===== src/rtl/cpu_step_ctrl.sv =====
// Run / single-step / halt control for the RISC-V core clock enable.
// Turns the divided sclk square wave into one-cycle cpu_en pulses on clk.
module cpu_step_ctrl #(
  parameter int DEBOUNCE_CYCLES = 1000000,
  parameter int CNT_W           = 32
) (
  input  logic             clk,
  input  logic             rst_n,
  input  logic             sclk,
  input  logic             sw_run,
  input  logic             btn_step,
  input  logic             halt_in,
  output logic             cpu_en,
  output logic [1:0]       run_state,
  output logic             halted,
  output logic [CNT_W-1:0] en_cnt
);

  localparam int DW = (DEBOUNCE_CYCLES > 2) ? $clog2(DEBOUNCE_CYCLES) : 1;
  localparam logic [DW-1:0] DB_LAST = DW'(DEBOUNCE_CYCLES - 1);

  typedef enum logic [1:0] {
    STOP = 2'b00,
    RUN  = 2'b01,
    STEP = 2'b10,
    HALT = 2'b11
  } state_t;

  state_t state;

  logic s1, s2, s3;
  logic r1, r2;
  logic b1, b2;
  logic [DW-1:0] db_cnt;
  logic db, db_d;
  logic tick, step_req, fire;

  always_ff @(posedge clk or negedge rst_n) begin
    if (!rst_n) begin
      s1 <= 1'b0;
      s2 <= 1'b0;
      s3 <= 1'b0;
      r1 <= 1'b0;
      r2 <= 1'b0;
      b1 <= 1'b0;
      b2 <= 1'b0;
    end else begin
      s1 <= sclk;
      s2 <= s1;
      s3 <= s2;
      r1 <= sw_run;
      r2 <= r1;
      b1 <= btn_step;
      b2 <= b1;
    end
  end

  assign tick = s2 & ~s3;

  always_ff @(posedge clk or negedge rst_n) begin
    if (!rst_n) begin
      db_cnt <= '0;
      db     <= 1'b0;
      db_d   <= 1'b0;
    end else begin
      db_d <= db;
      if (b2 == db) begin
        db_cnt <= '0;
      end else if (db_cnt == DB_LAST) begin
        db     <= ~db;
        db_cnt <= '0;
      end else begin
        db_cnt <= db_cnt + DW'(1);
      end
    end
  end

  assign step_req = db & ~db_d;

  // halt_in wins over a coincident tick in both pulsing states
  assign fire = tick & ~halt_in &
                (((state == RUN) & r2) | (state == STEP));

  always_ff @(posedge clk or negedge rst_n) begin
    if (!rst_n) begin
      state  <= STOP;
      cpu_en <= 1'b0;
      en_cnt <= '0;
    end else begin
      cpu_en <= fire;
      if (fire && en_cnt != '1)
        en_cnt <= en_cnt + CNT_W'(1);
      unique case (state)
        STOP: begin
          if (r2)
            state <= RUN;
          else if (step_req)
            state <= STEP;
        end
        RUN: begin
          if (halt_in)
            state <= HALT;
          else if (!r2)
            state <= STOP;
        end
        STEP: begin
          if (halt_in)
            state <= HALT;
          else if (tick)
            state <= STOP;
        end
        HALT: begin
          if (!r2)
            state <= STOP;
        end
        default: state <= STOP;
      endcase
    end
  end

  assign run_state = state;
  assign halted    = (state == HALT);

endmodule


===== config.mk =====
export PLATFORM = sky130hd
export DESIGN_NAME = cpu_step_ctrl
export DESIGN_NICKNAME = d
export VERILOG_FILES = /design/src/rtl/cpu_step_ctrl.sv
export SDC_FILE = /design/constraint.sdc
export NUM_CORES = 1
export LEC_CHECK = 0
export ABC_AREA = 1
export ABC_CLOCK_PERIOD_IN_PS = 4250
export BUFFER_PORTS_ARGS = -buffer_cell sky130_fd_sc_hd__buf_2
export CELL_PAD_IN_SITES_DETAIL_PLACEMENT = 1
export CELL_PAD_IN_SITES_GLOBAL_PLACEMENT = 2
export CORE_ASPECT_RATIO = 1.2
export CORE_MARGIN = 5
export CORE_UTILIZATION = 35
export CTS_CLUSTER_DIAMETER = 60
export DETAILED_ROUTE_END_ITERATION = 16
export PLACE_DENSITY_LB_ADDON = 0.1
export SLEW_MARGIN = 20
export SYNTH_ARGS = -nofsm -noshare
export SYNTH_HDL_FRONTEND = slang
export SYNTH_SLANG_ARGS = --single-unit

===== constraint.sdc =====
create_clock -name clk -period 4.25 [get_ports clk]
set_input_delay 0.425 -clock clk [delete_from_list [all_inputs] [get_ports clk]]
set_output_delay 0.425 -clock clk [all_outputs]
set_load 0.01 [all_outputs]

### After elaboration in Yosys (flattened, before gate mapping)

Index checks and enable logic that the tools add are counted.

* bits of input ports: 6
* bits in writable memories: 0
* output and inout bits: 36
* bits in read-only memories: 0
* bits in latches: 0
* flip-flop bits (word level): 64
* memories: 0
* word-level logic and storage cells: 47

* $mul: 0
* shift-type cells: 0
* div/mod/pow operators: 0
* equality and inequality tests: 8
* add/subtract/negate cells: 2
* bitwise operators: 11
* order comparisons: 0
* reduce and logical (&&, ||, !) cells: 4
* mux-type cells: 9

Operators with widths (number)
* $mux W20: 2
* $add A32 B1 Y32 const B: 1
* $ne A32 B32 Y1 const B: 1
* $add A20 B1 Y20 const B: 1
* $eq A20 B20 Y1 const B: 1
* $mux W2: 6
* $pmux W2 S4: 1
* $ne A3 B3 Y1 const B: 2
* $and A1 B1 Y1: 5
* $not A1 Y1: 5
* $eq A2 B2 Y1 const B: 2
* $reduce_and A2 Y1: 2
* $eq A2 B1 Y1 const B: 1
* $logic_not A2 Y1: 1
* $eq A1 B1 Y1: 1
* $logic_and A1 B1 Y1: 1
* $or A1 B1 Y1: 1

### Longest topological paths before layout

* word-level depth: 5
* depth in mapped cells: 11
* gate-level depth less buffers: 10

### Worst setup path after synthesis

Ideal clock, no wire load.

* path type: flip-flop to flip-flop
* from: reg en_cnt[0]
* to: reg en_cnt[22]
* slack: 2.678 ns
* data arrival time: 1.456 ns
* stages on the path, launching flop included: 12
* setup time: 0.116 ns
* path buffers: 1
* period minus slack after synthesis: 1.572 ns
* cell sequence: dfrtp_1 ha_1 inv_1 nor2_2 nand2_1 nor2_4 nand2_4 nand2_4 inv_2 buf_6 nand2_1 nand2_1

* word-level cells in the longest chain between the ends: 2
* elaborated cells on any way between the ends: 3

Ends and longest elaborated chain
* from (decl): line 16 `output logic [CNT_W-1:0] en_cnt`
* from (signal assigned): line 92 `en_cnt <= en_cnt + CNT_W'(1);`
* parallel branches: the longest is 2 deep, another holds $add A32 B1 Y32

Parallel ways; which one is timed is not known.
A chain may end at the register's enable or synchronous reset.

### Final worst setup path

* from: reg en_cnt[1]
* to: reg en_cnt[14]

Same word-level chain as after synthesis.

==> key figures <==
Worst setup path
  • Crit Path Category: reg2reg
  • Crit start category: flop
  • CP required: 4.47 ns
  • WP buf/inv: 2
  • CP max-delay cell: dfrtp_1
  • CP cell instances: ha_1 > inv_1 > nor2_2 > nand2_1 > nor2_4 > nand2_4 > nand2_4 > inv_2 > nand2_1 > nand2_1
  • CP Capture Type: flop
  • Slowest stage delay, CP: about 0.39 ns
  • CP max FO: 23
  • CP arrival: roughly 2.2 ns
  • Most used cell, CP: nand2_1
  • Worst path top cell family by delay: simple AND/OR/NAND/NOR gates

Global route
  • Gr usage total: 0.187
  • GR Overflow Total: 0
  • Largest net degree at the start of global routing: 38
  • Initial antenna violation count: 0
  • First-pass GRT wire length: about 18 mm
  • Vias in the first global route: 3,562

Floorplan
  • # rows: 40
  • Chip height: ~120 um
  • Die Span X: 103 um
  • Initial core utilization: 0.359
  • Core region area: around 10,000 um^2
  • Die ar.: around 12,000 um^2
  • IO Pins: 42

Yosys
  • Main flop type after synthesis: dfrtp_1
  • Yosys reg bits: 64
  • Top-area cell type share of the netlist area: 0.443
  • Syn avg cell area: roughly 7.1 um^2
  • EDFF count, synth: 0
  • Ys Warns: 0
  • Top post-synthesis cells by area: dfrtp_1 44%, nand2_1 20%, nor2_1 8.7%
  • Post-synth top cells: 192 x nand2_1, 84 x nor2_1, 64 x dfrtp_1
  • Post-synth net total: 520
  • Post-synth ARST share: 1.00
  • Post-Syn Instances: 512
  • Post-synthesis sequential area ratio: 0.443
  • Leading area contributor after synthesis: dfrtp_1
  • Synth Cell Area: between 3000 and 4000 um^2
  • Most frequent cell after synthesis: nand2_1
  • Netlist cell types: 26

Final layout
  • Register area: between 1500 and 2000 um^2
  • # diodes: 0
  • Layout Utilization: 0.422
  • Layout net count: ~570
  • Fin cells: between 600 and 700
  • Share of layout cells above drive strength 1: 0.140
  • Fillers: ~1,300
  • Multi-input logic area: around 1800 um^2
  • Area Growth Syn to Fin: 17.5%

Placement
  • Final HPWL DP: 7.93 mm
  • Port Buf Inserts: a little over 40
  • Cells after DPL: 675
  • GP Congestion: ~0.8

Clock network
  • CTS tree: yes
  • Post-CTS sizing: 0
  • Clk buf depth: 2
  • Hold buffer count at cts: 0
  • Post-CTS Setup Bufs: 0
  • Clock latency on the worst-skew pair: approximately 0.34 ns
  • H-tree depth: 3
  • Clock slew at reported path FFs: roughly 0.050 ns
  • CTS Sinks: 64
  • CTS buffer count: 9
  • Root buffer cell: clkbuf_16

Pwr
  • LEAKAGE: approximately 2.0 nW
  • Maximum vdd drop: about 0.24 mV
  • Pwr per Cell Area: around 370 nW/um^2

Drt
  • Number of DRC markers in iteration 0: approximately 100
  • Drt wl/cell: between 10 and 15 um
  • Final WL: about 10 mm
  • Vias/cell: roughly 4.8
  • Remaining DRCs: 0
  • DRT Pass-1 Iters: 4
  • Detail Route Antenna Nets: 0
  • Via count: around 3,300

Timing
  • Post-Route Skew: 0.00380 ns
  • Slew @ Worst Pin: between 0.6 and 0.7 ns
  • Slew Limit Fails: 0
  • RSZ-0062 raised after global routing: no
  • Fmax achieved: slightly below 500 MHz
  • Endpoints failing setup: 0
  • Final Hold Fails: 0
  • Relative slew slack: 0.553
  • Final period util: 0.474
  • Fin Hold WS: about 0.12 ns
  • Min Tclk post-route: about 2 ns
  • Setup TNS: 0 ns

Min path
  • Hold Crit Class: in2async

Outcome
  • Status: completed

Job
  • Number of max-cap violations: 0
[registers in the layout, summed over array words and instances, names as in the netlist]
signal	count
en_cnt	32
db_cnt	20
s1	1
s3	1
db	1
db_d	1
s2	1
b1	1
run_state	2
cpu_en	1
b2	1
r2	1
r1	1
[power by group]
group	leakage (nW)	internal, mW	switching [mW]
combinational	1.03	0.0514	0.0971
clock	0.152	0.466	0.276
sequential	0.868	0.636	0.0253
[cell families (layout without fill, tap and decap cells)]
logic type                 count (synthesis)  after routing  synth area share
and+or+nand+nor                          349            349             0.410
DFF                                       64             64             0.443
buffers and inverters                     63            116            0.0703
xor gates and xnor gates                  20             20            0.0485
AOI/OAI and AO/OA                         14             14            0.0211
adders and majority gates                  2              2           0.00692
[layer usage]
layer	part of all wire	wire length, um	vias up	track usage
met1	0.43	4440	1616	0.225
met5	0	0	-	0
met2	0.53	5490	30	0.329
met4	0.013	138	0	0.0656
met3	0.027	284	12	0.0334
li1	-	-	1679	-
[placed cells by master, fill, tap and decap left out, types with 4 or more instances in the layout]
| cell type | synthesis | final |
|---|---|---|
| nand4_1 | 14 | 14 |
| nand2_2 | 4 | 4 |
| xor2_1 | 12 | 12 |
| o21ai_0 | 6 | 6 |
| dfrtp_1 | 64 | 64 |
| xnor2_1 | 8 | 8 |
| nand3_1 | 31 | 31 |
| nor2_2 | 9 | 9 |
| inv_1 | 56 | 56 |
| clkinv_2 | 0 | 4 |
| nand2_1 | 192 | 192 |
| buf_2 | 2 | 41 |
| nor2_1 | 84 | 84 |
| nor3_1 | 5 | 5 |
| clkbuf_16 | 0 | 9 |
[final timing paths]
kind                       startpoint          to  slack (ns)  cells after the start
max reg2reg                 en_cnt[1]  en_cnt[14]        2.24                     10
min reg2reg                        r1          r2        0.35                      0
max                         en_cnt[1]  en_cnt[14]        2.24                     10
min                             rst_n  db_cnt[12]        0.12                      1
max in group asynchronous       rst_n  en_cnt[21]        3.19                      2
min in group clk             btn_step          b1        0.20                      1
[layout make-up]
| class | count | area share |
|---|---|---|
| multi-input cells | 385 | 0.414 |
| clock inverters | 6 | 0.0139 |
| well taps | 126 | 0.0371 |
| clock buffers | 10 | 0.0563 |
| inverters | 58 | 0.0513 |
| repair buffers | 42 | 0.0501 |
| flip-flops and latches | 64 | 0.377 |
[metrics by stage]
step	total power [mW]	area, um^2	setup WS [ns]
5_1_grt	1.63	4250	2.01
3_5_place_dp	0.827	3950	2.19
4_1_cts	1.58	4250	2.18
6_report	1.55	4250	2.24
3_3_place_gp	0.820	3950	2.26
2_1_floorplan	0.761	3610	2.68
No activity file was read; power rests on OpenSTA's default activity.
